===== src/rtl/acti_share_sched_if.sv =====
// Bus between the PE-column accumulators, the activation scheduler and the
// activation unit. The scheduler uses the master view; the column/activation
// side uses the slave view.
interface acti_share_sched_if #(
  parameter int DW    = 32,
  parameter int N_REQ = 4
);
  localparam int SRC_W = (N_REQ > 1) ? $clog2(N_REQ) : 1;

  logic [N_REQ-1:0]      req_valid;
  logic [N_REQ*2*DW-1:0] req_data;
  logic [N_REQ-1:0]      req_ready;
  logic                  act_valid;
  logic [2*DW-1:0]       act_data;
  logic [1:0]            act_mode;
  logic [3:0]            act_layer;
  logic                  act_done;
  logic [SRC_W-1:0]      res_src;

  modport master (
    input  req_valid, req_data, act_done,
    output req_ready, act_valid, act_data, act_mode, act_layer, res_src
  );

  modport slave (
    output req_valid, req_data, act_done,
    input  req_ready, act_valid, act_data, act_mode, act_layer, res_src
  );
endinterface


===== src/rtl/acti_share_sched.sv =====
// Round-robin scheduler sharing one activation unit among N_REQ column result
// streams. Latches the layer configuration when a layer is accepted, issues
// one result per cycle to the activation unit, tags each returned result with
// its source column and pulses layer_done once every result has come back.
module acti_share_sched #(
  parameter int DW    = 32,
  parameter int N_REQ = 4,
  parameter int CNT_W = 16
) (
  input  logic             clk,
  input  logic             rst,
  input  logic             layer_start,
  input  logic [3:0]       cfg_layer,
  input  logic [1:0]       cfg_mode,
  input  logic [CNT_W-1:0] cfg_len,
  acti_share_sched_if.master bus,
  output logic             busy,
  output logic             layer_done
);

  localparam int SRC_W = (N_REQ > 1) ? $clog2(N_REQ) : 1;

  typedef enum logic [2:0] {
    ST_IDLE,
    ST_CONFIG,
    ST_RUN,
    ST_DRAIN,
    ST_DONE
  } state_t;

  state_t            state_q, state_d;
  logic [CNT_W-1:0]  len_q;
  logic [1:0]        mode_q;
  logic [3:0]        layer_q;
  logic [CNT_W-1:0]  issued_q;
  logic [CNT_W-1:0]  returned_q;
  logic [SRC_W-1:0]  ptr_q;
  logic              act_valid_q;
  logic [2*DW-1:0]   act_data_q;
  logic [SRC_W-1:0]  tag1_q;
  logic [SRC_W-1:0]  tag2_q;

  logic              start_acc;
  logic              grant_any;
  logic              grant_en;
  logic              done_acc;
  logic [SRC_W-1:0]  grant_idx;
  logic [SRC_W-1:0]  ptr_next;
  logic [SRC_W:0]    scan_sum;
  logic [SRC_W-1:0]  scan_idx;
  logic [N_REQ-1:0]  ready_vec;
  logic [2*DW-1:0]   sel_data;

  // A layer is accepted only from IDLE; config is captured on that same edge
  // so CONFIG already sees the latched length.
  assign start_acc = (state_q == ST_IDLE) && layer_start;

  // Results returning outside a layer, or beyond the layer length, are dropped.
  assign done_acc  = bus.act_done && ((state_q == ST_RUN) || (state_q == ST_DRAIN)) &&
                     (returned_q != len_q);

  // Round-robin scan starting at ptr: first valid column wins.
  always_comb begin
    grant_any = 1'b0;
    grant_idx = '0;
    scan_sum  = '0;
    scan_idx  = '0;
    for (int k = 0; k < N_REQ; k++) begin
      scan_sum = {1'b0, ptr_q} + (SRC_W+1)'(k);
      if (scan_sum >= (SRC_W+1)'(N_REQ)) begin
        scan_sum = scan_sum - (SRC_W+1)'(N_REQ);
      end
      scan_idx = scan_sum[SRC_W-1:0];
      if (!grant_any && bus.req_valid[scan_idx]) begin
        grant_any = 1'b1;
        grant_idx = scan_idx;
      end
    end
  end

  assign grant_en = (state_q == ST_RUN) && grant_any && (issued_q != len_q);
  assign ptr_next = (grant_idx == SRC_W'(N_REQ-1)) ? '0 : grant_idx + SRC_W'(1);

  // One-hot grant and the granted column's operand.
  always_comb begin
    ready_vec = '0;
    sel_data  = '0;
    if (grant_en) begin
      ready_vec[grant_idx] = 1'b1;
    end
    for (int i = 0; i < N_REQ; i++) begin
      if (grant_idx == SRC_W'(i)) begin
        sel_data = bus.req_data[i*2*DW +: 2*DW];
      end
    end
  end

  // Next-state logic for the layer sequencer.
  always_comb begin
    state_d = state_q;
    case (state_q)
      ST_IDLE:   if (layer_start) state_d = ST_CONFIG;
      ST_CONFIG: state_d = (len_q == '0) ? ST_DONE : ST_RUN;
      ST_RUN:    if (grant_en && ((issued_q + CNT_W'(1)) == len_q)) state_d = ST_DRAIN;
      ST_DRAIN:  if ((returned_q == len_q) ||
                     (done_acc && ((returned_q + CNT_W'(1)) == len_q))) state_d = ST_DONE;
      ST_DONE:   state_d = ST_IDLE;
      default:   state_d = ST_IDLE;
    endcase
  end

  // Sequencer state register.
  always_ff @(posedge clk or posedge rst) begin
    if (rst) state_q <= ST_IDLE;
    else     state_q <= state_d;
  end

  // Layer configuration, held until the next accepted layer.
  always_ff @(posedge clk or posedge rst) begin
    if (rst) begin
      len_q   <= '0;
      mode_q  <= '0;
      layer_q <= '0;
    end else if (start_acc) begin
      len_q   <= cfg_len;
      mode_q  <= cfg_mode;
      layer_q <= cfg_layer;
    end
  end

  // Issued/returned counters, cleared when a new layer is accepted.
  always_ff @(posedge clk or posedge rst) begin
    if (rst) begin
      issued_q   <= '0;
      returned_q <= '0;
    end else if (start_acc) begin
      issued_q   <= '0;
      returned_q <= '0;
    end else begin
      if (grant_en) issued_q   <= issued_q + CNT_W'(1);
      if (done_acc) returned_q <= returned_q + CNT_W'(1);
    end
  end

  // Round-robin pointer moves just past the last granted column.
  always_ff @(posedge clk or posedge rst) begin
    if (rst)           ptr_q <= '0;
    else if (grant_en) ptr_q <= ptr_next;
  end

  // Issue stage plus two-deep source tag pipe matching the fixed unit latency.
  always_ff @(posedge clk or posedge rst) begin
    if (rst) begin
      act_valid_q <= 1'b0;
      act_data_q  <= '0;
      tag1_q      <= '0;
      tag2_q      <= '0;
    end else begin
      act_valid_q <= grant_en;
      act_data_q  <= grant_en ? sel_data : '0;
      if (grant_en) tag1_q <= grant_idx;
      tag2_q      <= tag1_q;
    end
  end

  assign bus.req_ready = ready_vec;
  assign bus.act_valid = act_valid_q;
  assign bus.act_data  = act_data_q;
  assign bus.act_mode  = mode_q;
  assign bus.act_layer = layer_q;
  assign bus.res_src   = tag2_q;
  assign busy          = (state_q != ST_IDLE);
  assign layer_done    = (state_q == ST_DONE);

endmodule


===== src/flat_wrapper.sv =====
// flat-port wrapper written by rule: the top's interface ports become plain ports
module acti_share_sched_flat 
#(
  parameter int DW    = 32,
  parameter int N_REQ = 4,
  parameter int CNT_W = 16
)
  (clk, rst, layer_start, cfg_layer, cfg_mode, cfg_len, busy, layer_done, bus_req_valid, bus_req_data, bus_act_done, bus_req_ready, bus_act_valid, bus_act_data, bus_act_mode, bus_act_layer, bus_res_src);
  acti_share_sched_if #(.DW(DW), .N_REQ(N_REQ)) bus_i ();
  input  logic clk;
  input  logic rst;
  input  logic layer_start;
  input  logic [3:0] cfg_layer;
  input  logic [1:0] cfg_mode;
  input  logic [CNT_W-1:0] cfg_len;
  output logic busy;
  output logic layer_done;
  input wire logic [$bits(bus_i.req_valid)-1:0] bus_req_valid;
  input wire logic [$bits(bus_i.req_data)-1:0] bus_req_data;
  input wire logic [$bits(bus_i.act_done)-1:0] bus_act_done;
  output wire logic [$bits(bus_i.req_ready)-1:0] bus_req_ready;
  output wire logic [$bits(bus_i.act_valid)-1:0] bus_act_valid;
  output wire logic [$bits(bus_i.act_data)-1:0] bus_act_data;
  output wire logic [$bits(bus_i.act_mode)-1:0] bus_act_mode;
  output wire logic [$bits(bus_i.act_layer)-1:0] bus_act_layer;
  output wire logic [$bits(bus_i.res_src)-1:0] bus_res_src;
  assign bus_i.req_valid = bus_req_valid;
  assign bus_i.req_data = bus_req_data;
  assign bus_i.act_done = bus_act_done;
  assign bus_req_ready = bus_i.req_ready;
  assign bus_act_valid = bus_i.act_valid;
  assign bus_act_data = bus_i.act_data;
  assign bus_act_mode = bus_i.act_mode;
  assign bus_act_layer = bus_i.act_layer;
  assign bus_res_src = bus_i.res_src;
  acti_share_sched #(.DW(DW), .N_REQ(N_REQ), .CNT_W(CNT_W)) u_core (.clk(clk), .rst(rst), .layer_start(layer_start), .cfg_layer(cfg_layer), .cfg_mode(cfg_mode), .cfg_len(cfg_len), .bus(bus_i), .busy(busy), .layer_done(layer_done));
endmodule

===== config.mk =====
export PLATFORM = sky130hd
export DESIGN_NAME = acti_share_sched_flat
export DESIGN_NICKNAME = d
export VERILOG_FILES = /design/src/rtl/acti_share_sched_if.sv /design/src/rtl/acti_share_sched.sv /design/src/flat_wrapper.sv
export SDC_FILE = /design/constraint.sdc
export NUM_CORES = 1
export LEC_CHECK = 0
export CAP_MARGIN = 0
export CORE_ASPECT_RATIO = 0.5
export CORE_UTILIZATION = 43
export CTS_BUF_LIST = sky130_fd_sc_hd__clkbuf_16
export CTS_CLUSTER_DIAMETER = 100
export DETAILED_ROUTE_END_ITERATION = 12
export GPL_ROUTABILITY_DRIVEN = 0
export PLACE_DENSITY = 0.88
export SYNTH_ARGS = -nofsm -noshare
export SYNTH_HDL_FRONTEND = slang
export SYNTH_SLANG_ARGS = --single-unit

===== constraint.sdc =====
create_clock -name clk -period 6.2 [get_ports clk]
set_clock_uncertainty 0.2 [all_clocks]
set_input_delay 1.55 -clock clk [delete_from_list [all_inputs] [get_ports clk]]
set_output_delay 1.55 -clock clk [all_outputs]
set_load 0.02 [all_outputs]

======== After elaboration in Yosys (flattened, before gate mapping) ========
Index checks and enable logic that the tools add are counted.
word-level totals
  bits in registers ....................... 128
  bits of input ports ..................... 286
operators by class
  add/sub/neg operators ................... 10
  magnitude comparators ................... 10
  equality and inequality tests ........... 15
  multiplexer cells ....................... 38
  reductions and logical operators ........ 23
operators with widths
  operator                                                  count
  2-to-1 mux 64 bit                                         5
  2-to-1 mux 16 bit                                         4
  equality test 16 bit                                      3
  adder 16 x 1 -> 16 bit, second input constant             2
  inequality test 16 bit                                    2
  2-to-1 mux 2 bit                                          9
  zero test 16 bit                                          1
  < comparator 2 x 3 -> 1 bit, second input constant        5
  2-to-1 mux 3 bit                                          4
  case mux 3 bit (4 select lines)                           1
  logical AND 1 bit                                         11
  greater-or-equal comparator 3 bit, second input constant  3
  2-to-1 mux 1 bit                                          9
  binary-select mux 1 bit (select 2 bit)                    4
  subtractor 2 x 1 -> 2 bit, second input constant          4
  adder 2 x 2 -> 3 bit, second input constant               2
  equality test 3 x 2 -> 1 bit, second input constant       2
  inequality test 2 bit, second input constant              3
  equality test 2 bit, second input constant                2
  2-to-1 mux 4 bit                                          1
  nonzero test 2 bit                                        2
  adder 2 x 1 -> 3 bit, second input constant               1
  equality test 3 x 1 -> 1 bit, second input constant       1
  equality test 3 bit, second input constant                1
  11 further kinds                                          14

======== Longest topological paths before layout ========
Gate-level depths: netlist (run 1).
  depth after elaboration ................. 20
  depth in mapped cells ................... 13
  depth with buffers taken out ............ 11

======== Worst setup path before layout (run 1) ========
OpenSTA, ideal clock, no wires.
  path kind ............................... in2out
  start point ............................. in bus_req_valid[3]
  end point ............................... out bus_req_ready[3]
  arrival time ............................ 3.523 ns
  data required time ...................... 4.450 ns
  setup slack ............................. 0.927 ns
  stages .................................. 7
  path buffers ............................ 2
  cell sequence ........................... nand2_1 and3_1 a311oi_1 ha_1 clkbuf_1 clkbuf_1 and2_1
between the ends
  word-level cells in the longest chain between the ends .. 17
  elaborated cells on any way between the ends .. 30
ends and longest elaborated chain
  item                                                                                                             line                    text
  start, declared                                                                                                  flat_wrapper.sv:18      input wire logic [$bits(bus_i.req_valid)-1:0] bus_req_valid;
  binary-select mux 1 bit (select 2 bit)                                                                           acti_share_sched.sv:74  if (!grant_any && bus.req_valid[scan_idx]) begin
  2-to-1 mux 1 bit (implied by the code)                                                                           acti_share_sched.sv:74
  2-to-1 mux 1 bit                                                                                                 acti_share_sched.sv:74
  zero test 1 bit                                                                                                  acti_share_sched.sv:74
  logical AND 1 bit                                                                                                acti_share_sched.sv:74
  2-to-1 mux 1 bit                                                                                                 acti_share_sched.sv:74
  zero test 1 bit                                                                                                  acti_share_sched.sv:74
  logical AND 1 bit                                                                                                acti_share_sched.sv:74
  [2 not listed]                                                                                                   --
  logical AND 1 bit                                                                                                acti_share_sched.sv:74
  2-to-1 mux 2 bit *                                                                                               acti_share_sched.sv:74
  net u_core.grant_idx[0]                                                                                          acti_share_sched.sv:47  logic [SRC_W-1:0] grant_idx;
  < comparator 2 x 3 -> 1 bit (implied by the code) or greater-or-equal comparator 2 x 1 -> 1 bit (tied branches)  acti_share_sched.sv:89  ready_vec[grant_idx] = 1'b1;
  logical AND 1 bit (implied by the code)                                                                          acti_share_sched.sv:89
  2-to-1 mux 1 bit (implied by the code)                                                                           acti_share_sched.sv:89
  demux 1 bit (select 2 bit) *                                                                                     --
  2-to-1 mux 4 bit *                                                                                               acti_share_sched.sv:88  if (grant_en) begin
  end, declared                                                                                                    flat_wrapper.sv:21      output wire logic [$bits(bus_i.req_ready)-1:0] bus_req_ready;
The timed path passes the listed nets; every way through them passes the cells marked *. The select of a mux whose other input is x is not followed.

======== Final worst setup path (run 1) ========
  start point ............................. in bus_req_valid[3]
  end point ............................... out bus_req_ready[1]
The elaborated chain is that of the path after synthesis.

==> results by stage, run 1 <==
Synth:
- Of the total synthesized cell area, the portion taken by AND, OR, NAND and NOR gates is 24.87%.
- After Yosys synthesis, XOR and XNOR cells account for 7.894% of the synthesized area.
- The number of enable flip-flop cells after synthesis is 0.
- The synthesized cell area is 8084 um^2.
- The largest family of logic cells by synthesized area is simple AND/OR/NAND/NOR gates.
- Of the total synthesized cell area, the portion taken by full adders, half adders and majority gates is 0.9286%.
- The share of the synthesized area in compound gates (AO/OA/AOI/OAI) is roughly an eighth.
- The flip-flop cell with the highest count after synthesis is sky130_fd_sc_hd__dfrtp_1.
- The Yosys warning count is 0.
- After synthesis, the mean cell area works out to 8.166 um^2.
- The share of async-settable or async-resettable flops after synthesis is 100.0%.
- The multiplexer area fraction after synthesis is 8.327%.
- The post-synthesis sequential element count is roughly 130.
- The netlist uses 56 different library cells.
- The net count of the mapped netlist is roughly 1300.
- The number of instances in the synthesized netlist is 990.
- The share of synthesized area occupied by flip-flops and latches is 39.62%.

Setup path:
- Traced cell by cell, the critical path runs through clkdlybuf4s50_1 -> nand2_1 -> and3_1 -> a311oi_1 -> buf_4 -> ha_2 -> inv_1 -> nor2_1 -> clkdlybuf4s50_1.
- The setup slack of the most critical reg-to-reg path is 2630 ps.
- The capture point of the worst reg-to-reg path is u_core.issued_q[7]$_DFFE_PP0P_.
- The most numerous cell type found on the critical path is sky130_fd_sc_hd__clkdlybuf4s50_1.
- The worst setup path is captured at an output port.
- The highest fanout seen on the critical path is 4.
- The worst-case reg-to-reg path depth is 9.
- The category of cells accounting for the largest share of critical-path delay is buffers and inverters.
- The number of buffers and inverters on the critical path is 4.
- The critical-path cell with the highest stage delay is sky130_fd_sc_hd__clkdlybuf4s50_1.
- The critical path ends at bus_req_ready[1].
- STA puts the critical path data required time at 4450 ps.
- The most critical setup path has its startpoint at bus_req_valid[3].
- In this design, the stage delay of the slowest critical-path cell is between 600 and 700 ps.
- The kind of critical path is primary input to output port.
- The launching point of the worst reg2reg path is u_core.len_q[8]$_DFFE_PP0P_.
- In this run the number of cells on the critical path is 9.
- At the worst endpoint, the arrival time is 3930 ps.
- STA classifies the critical path startpoint as a primary input.

Die:
- The overall die height is 98.96 um.
- In this run the standard cell core region covers 18390 um^2.
- The number of cell rows is 35.
- The area enclosed by the die boundary is between 15000 and 20000 um^2.
- The die extent in x is 195.9 um.
- Once the floorplan was initialized, standard cells occupied 43.95% of the core.
- The top-level port count is 365.

Routing:
- The met3 wire length is 2090 um.
- The pre-antenna-repair detailed-routing pass consisted of 5 iterations.
- In the detailed route, the total length drawn on met2 is between 10000 and 15000 um.
- The routed design has around 29000 um of wire.
- The number of DRC markers after the initial detailed-route iteration is about 700.
- After detailed routing, the number of remaining DRC violations is 0.
- The highest metal layer carrying signal wires in the routed design is met4.
- The wire length on met1 is between 10000 and 15000 um.
- The average wire per standard cell is 18.67 um.
- The routed layout has 8585 vias.
- Dividing the detail-routed via count by the number of cells gives 5.524.
- Once detail routing completed, the nets flagged for antenna violations numbered 0.

Timing:
- Timing would allow up to 176.2 MHz.
- The setup violation total in the final timing report is 0.
- The headroom to the max-slew limit is 25.14%.
- The final sum of negative setup slack is 0 ps.
- Setup repair after global routing left no endpoint under its margin.
- The minimum clock period is 5677 ps.
- The final number of max-transition violations is 0.
- Dividing the final minimum period by the clock period gives 91.56%.
- The number of endpoints with negative hold slack in the final report is 0.
- The slew of the pin with the lowest slew margin is ~1100 ps.

Clock network:
- In this run, post-CTS hold repair placed 0 buffers.
- The number of levels in the clock H-tree is 4.
- The TritonCTS clock tree is yes.
- Post-CTS timing repair inserted 0 buffers for setup.
- In this run the deepest clock path goes through 2 buffers.
- The later pin in the worst-skew pair is clocked with a latency of 420 ps.
- CTS placed an instance of sky130_fd_sc_hd__clkbuf_16 at the clock tree root.
- The clock transition at the registers of the reported paths is 60 ps.
- The number of buffers created by CTS is 17.
- The number of gates resized after cts is 0.
- Clock tree synthesis found a total of 128 sinks.

Final layout:
- The area occupied by multi-input gates is 4478 um^2.
- The proportion of layout cells with a drive suffix above 1 is ~4.5%.
- The register area is around 3200 um^2.
- After routing the design area is ~12000 um^2.
- In the layout the commonest cells are sky130_fd_sc_hd__clkdlybuf4s50_1, sky130_fd_sc_hd__nand2_1, sky130_fd_sc_hd__dfrtp_1.
- The number of filler cells placed in the layout is 1441.
- The most common library cell in the layout ignoring fill and taps is sky130_fd_sc_hd__clkdlybuf4s50_1.
- The net count reported at finish is 1591.
- The relative area change from synthesis to final layout is 52.75%.

Min path:
- The path class of the tightest hold or removal check is flip-flop to flip-flop.
- The worst hold path was traced through 0 stages.

Placement:
- Once detailed placement completed, the half-perimeter wirelength came to 21140 um.
- In this run the cell area measured after placement is approximately 12000 um^2.
- Input and output buffers added on the ports amount to 364.

Power:
- The relative contribution of combinational cells to total power is 51.9%.
- Dividing total power by cell area gives a power density of ~370 nW/um^2.
- The net switching share of the total power is between 40% and 50%.
- Sequential cells burn 26.6% of the power.
- IR analysis of the VDD net gives a maximum drop of between 0.0002 and 0.00025 V.
- Cell internal power was estimated by the tool at 2.665 mW.
- The share of total power dissipated in the clock network is 21.5%.
- For this design the total switching power over the nets is 1.930 mW.
- Summed over all cells, the static leakage comes to 5.257 nW.
- After layout, the design draws a total of around 4.6 mW.

Global routing:
- The initial antenna violation count is 2.
- The first global-routing pass estimated 45190 um of wire.
- The number of global-route vias before repair is 8552.
- The total overflow left after global routing is 0.
- Across every metal layer, demand over resource in global routing totals 29.93%.
- Entering global routing, the biggest net connects 129 pins.

Outcome:
- The flow ran to the end, and the final reports show no timing, DRC or antenna violations.

Job:
- The max-capacitance violation count is 0.
[final cells by class]
class	instances	share of cell area, %
diodes	2	0.04053
repair buffers	376	30.24
multi-input cells	762	36.27
clock inverters	15	1.196
flip-flops and latches	128	25.94
inverters	14	0.4458
clock buffers	17	3.445
well taps	240	2.432
[worst min-delay path by stage]
stage | startpoint | endpoint | slack (ps)
5_1_grt | u_core.tag1_q[1]$_DFFE_PP0P_ | u_core.bus.res_src[1]$_DFF_PP0_ | 200
2_1_floorplan | u_core.tag1_q[0]$_DFFE_PP0P_ | u_core.bus.res_src[0]$_DFF_PP0_ | 150
3_5_place_dp | u_core.tag1_q[1]$_DFFE_PP0P_ | u_core.bus.res_src[1]$_DFF_PP0_ | 160
3_3_place_gp | u_core.tag1_q[1]$_DFFE_PP0P_ | u_core.bus.res_src[1]$_DFF_PP0_ | 160
6_report | u_core.tag1_q[1]$_DFFE_PP0P_ | u_core.bus.res_src[1]$_DFF_PP0_ | 170
4_1_cts | u_core.tag1_q[1]$_DFFE_PP0P_ | u_core.bus.res_src[1]$_DFF_PP0_ | 170
[per-layer routing]
metal / global-route usage, % / up-vias
met1: 37.71 / 4090
met5: 0 / -
met4: 10.88 / 0
met3: 6.674 / 79
met2: 50.73 / 406
li1: - / 4010
[through the flow]
step / util, % / worst slack [ps] / hold slack (ps) / instances
3_5_place_dp: 63.99 / 540.2 / 163.1 / 1520
2_1_floorplan: - / 927.3 / 153.5 / 990
6_report: 67.14 / 523.1 / 170.3 / 1554
3_3_place_gp: 63.99 / 621.4 / 158.5 / 1520
4_1_cts: 67.11 / 510.9 / 171.6 / 1552
5_1_grt: 67.14 / 412.1 / 200.0 / 1554
[synthesized netlist by cell type, types with 2 or more instances]
cell                       number  share of area (%)
sky130_fd_sc_hd__nand2_1      164                7.6
sky130_fd_sc_hd__dfrtp_1      128                 40
sky130_fd_sc_hd__nor2_1       106                4.9
sky130_fd_sc_hd__o21ai_0       83                5.1
sky130_fd_sc_hd__a21oi_1       72                4.5
sky130_fd_sc_hd__and3_1        69                5.3
sky130_fd_sc_hd__mux2i_1       65                8.0
sky130_fd_sc_hd__clkbuf_1      53                2.5
sky130_fd_sc_hd__xnor2_1       51                5.5
sky130_fd_sc_hd__buf_2         21                1.3
sky130_fd_sc_hd__xor2_1        20                2.2
sky130_fd_sc_hd__inv_1         14               0.65
sky130_fd_sc_hd__nor4_1        14                1.1
sky130_fd_sc_hd__nand4_1       13                1.0
sky130_fd_sc_hd__nor3_1        11               0.68
sky130_fd_sc_hd__nand3_1       10               0.62
sky130_fd_sc_hd__and2_1         9               0.70
sky130_fd_sc_hd__o31ai_1        8               0.74
sky130_fd_sc_hd__ha_1           6               0.93
sky130_fd_sc_hd__or3_1          6               0.46
sky130_fd_sc_hd__buf_1          5               0.23
sky130_fd_sc_hd__nand2b_1       5               0.39
sky130_fd_sc_hd__o21ai_1        5               0.31
sky130_fd_sc_hd__a311oi_1       3               0.33
sky130_fd_sc_hd__a31oi_1        3               0.23
sky130_fd_sc_hd__and4_1         3               0.33
sky130_fd_sc_hd__buf_6          3               0.42
sky130_fd_sc_hd__nor2b_1        3               0.23
sky130_fd_sc_hd__a211o_1        2               0.22
sky130_fd_sc_hd__a41oi_1        2               0.22
sky130_fd_sc_hd__clkbuf_2       2               0.12
sky130_fd_sc_hd__mux2_2         2               0.28
sky130_fd_sc_hd__nor2_2         2               0.15
sky130_fd_sc_hd__nor3b_1        2               0.19
sky130_fd_sc_hd__o22ai_1        2               0.15
sky130_fd_sc_hd__or2_2          2               0.15
sky130_fd_sc_hd__or4_1          2               0.19
[flip-flops by register name (all words and copies together), names as in the netlist]
register,flops
u_core.state_q,3
u_core.ptr_q,2
u_core.bus.act_data,64
u_core.returned_q,16
u_core.tag1_q,2
u_core.len_q,16
u_core.bus.res_src,2
u_core.issued_q,16
u_core.bus.act_mode,2
u_core.bus.act_layer,4
u_core.bus.act_valid,1
[power by group through the flow]
| stage | Clock (mW) | Combinational (mW) | Sequential, mW |
|---|---|---|---|
| 4_1_cts | 0.999 | 2.37 | 1.22 |
| 6_report | 0.988 | 2.38 | 1.22 |
| 3_3_place_gp | 0 | 2.29 | 1.22 |
| 2_1_floorplan | 0 | 1.19 | 1.40 |
| 5_1_grt | 1.04 | 2.58 | 1.25 |
| 3_5_place_dp | 0 | 2.35 | 1.23 |
[cell families (layout without fill, tap and decap cells)]
kind of cell             Yosys count  in the layout
AO/OA/AOI/OAI                    189            189
XOR/XNOR                          72             72
flip-flops                       128            128
multiplexers                      67             67
AND/OR/NAND/NOR                  428            428
buffers and inverters            100            422
adder cells (fa/ha/maj)            6              6
other                              0              2
Note: power is estimated with default switching activity, not from simulation.
==> inputs of run 2 (changes only) <==
- CAP_MARGIN: 0 -> unset
==> results of run 2 <==
Final layout, timing and power as in run 1 (identical DEF).
==> inputs of run 3 (changes only) <==
- SETUP_SLACK_MARGIN: unset -> 0.4
==> results of run 3 <==
Final layout, timing and power as in run 1 (identical DEF).
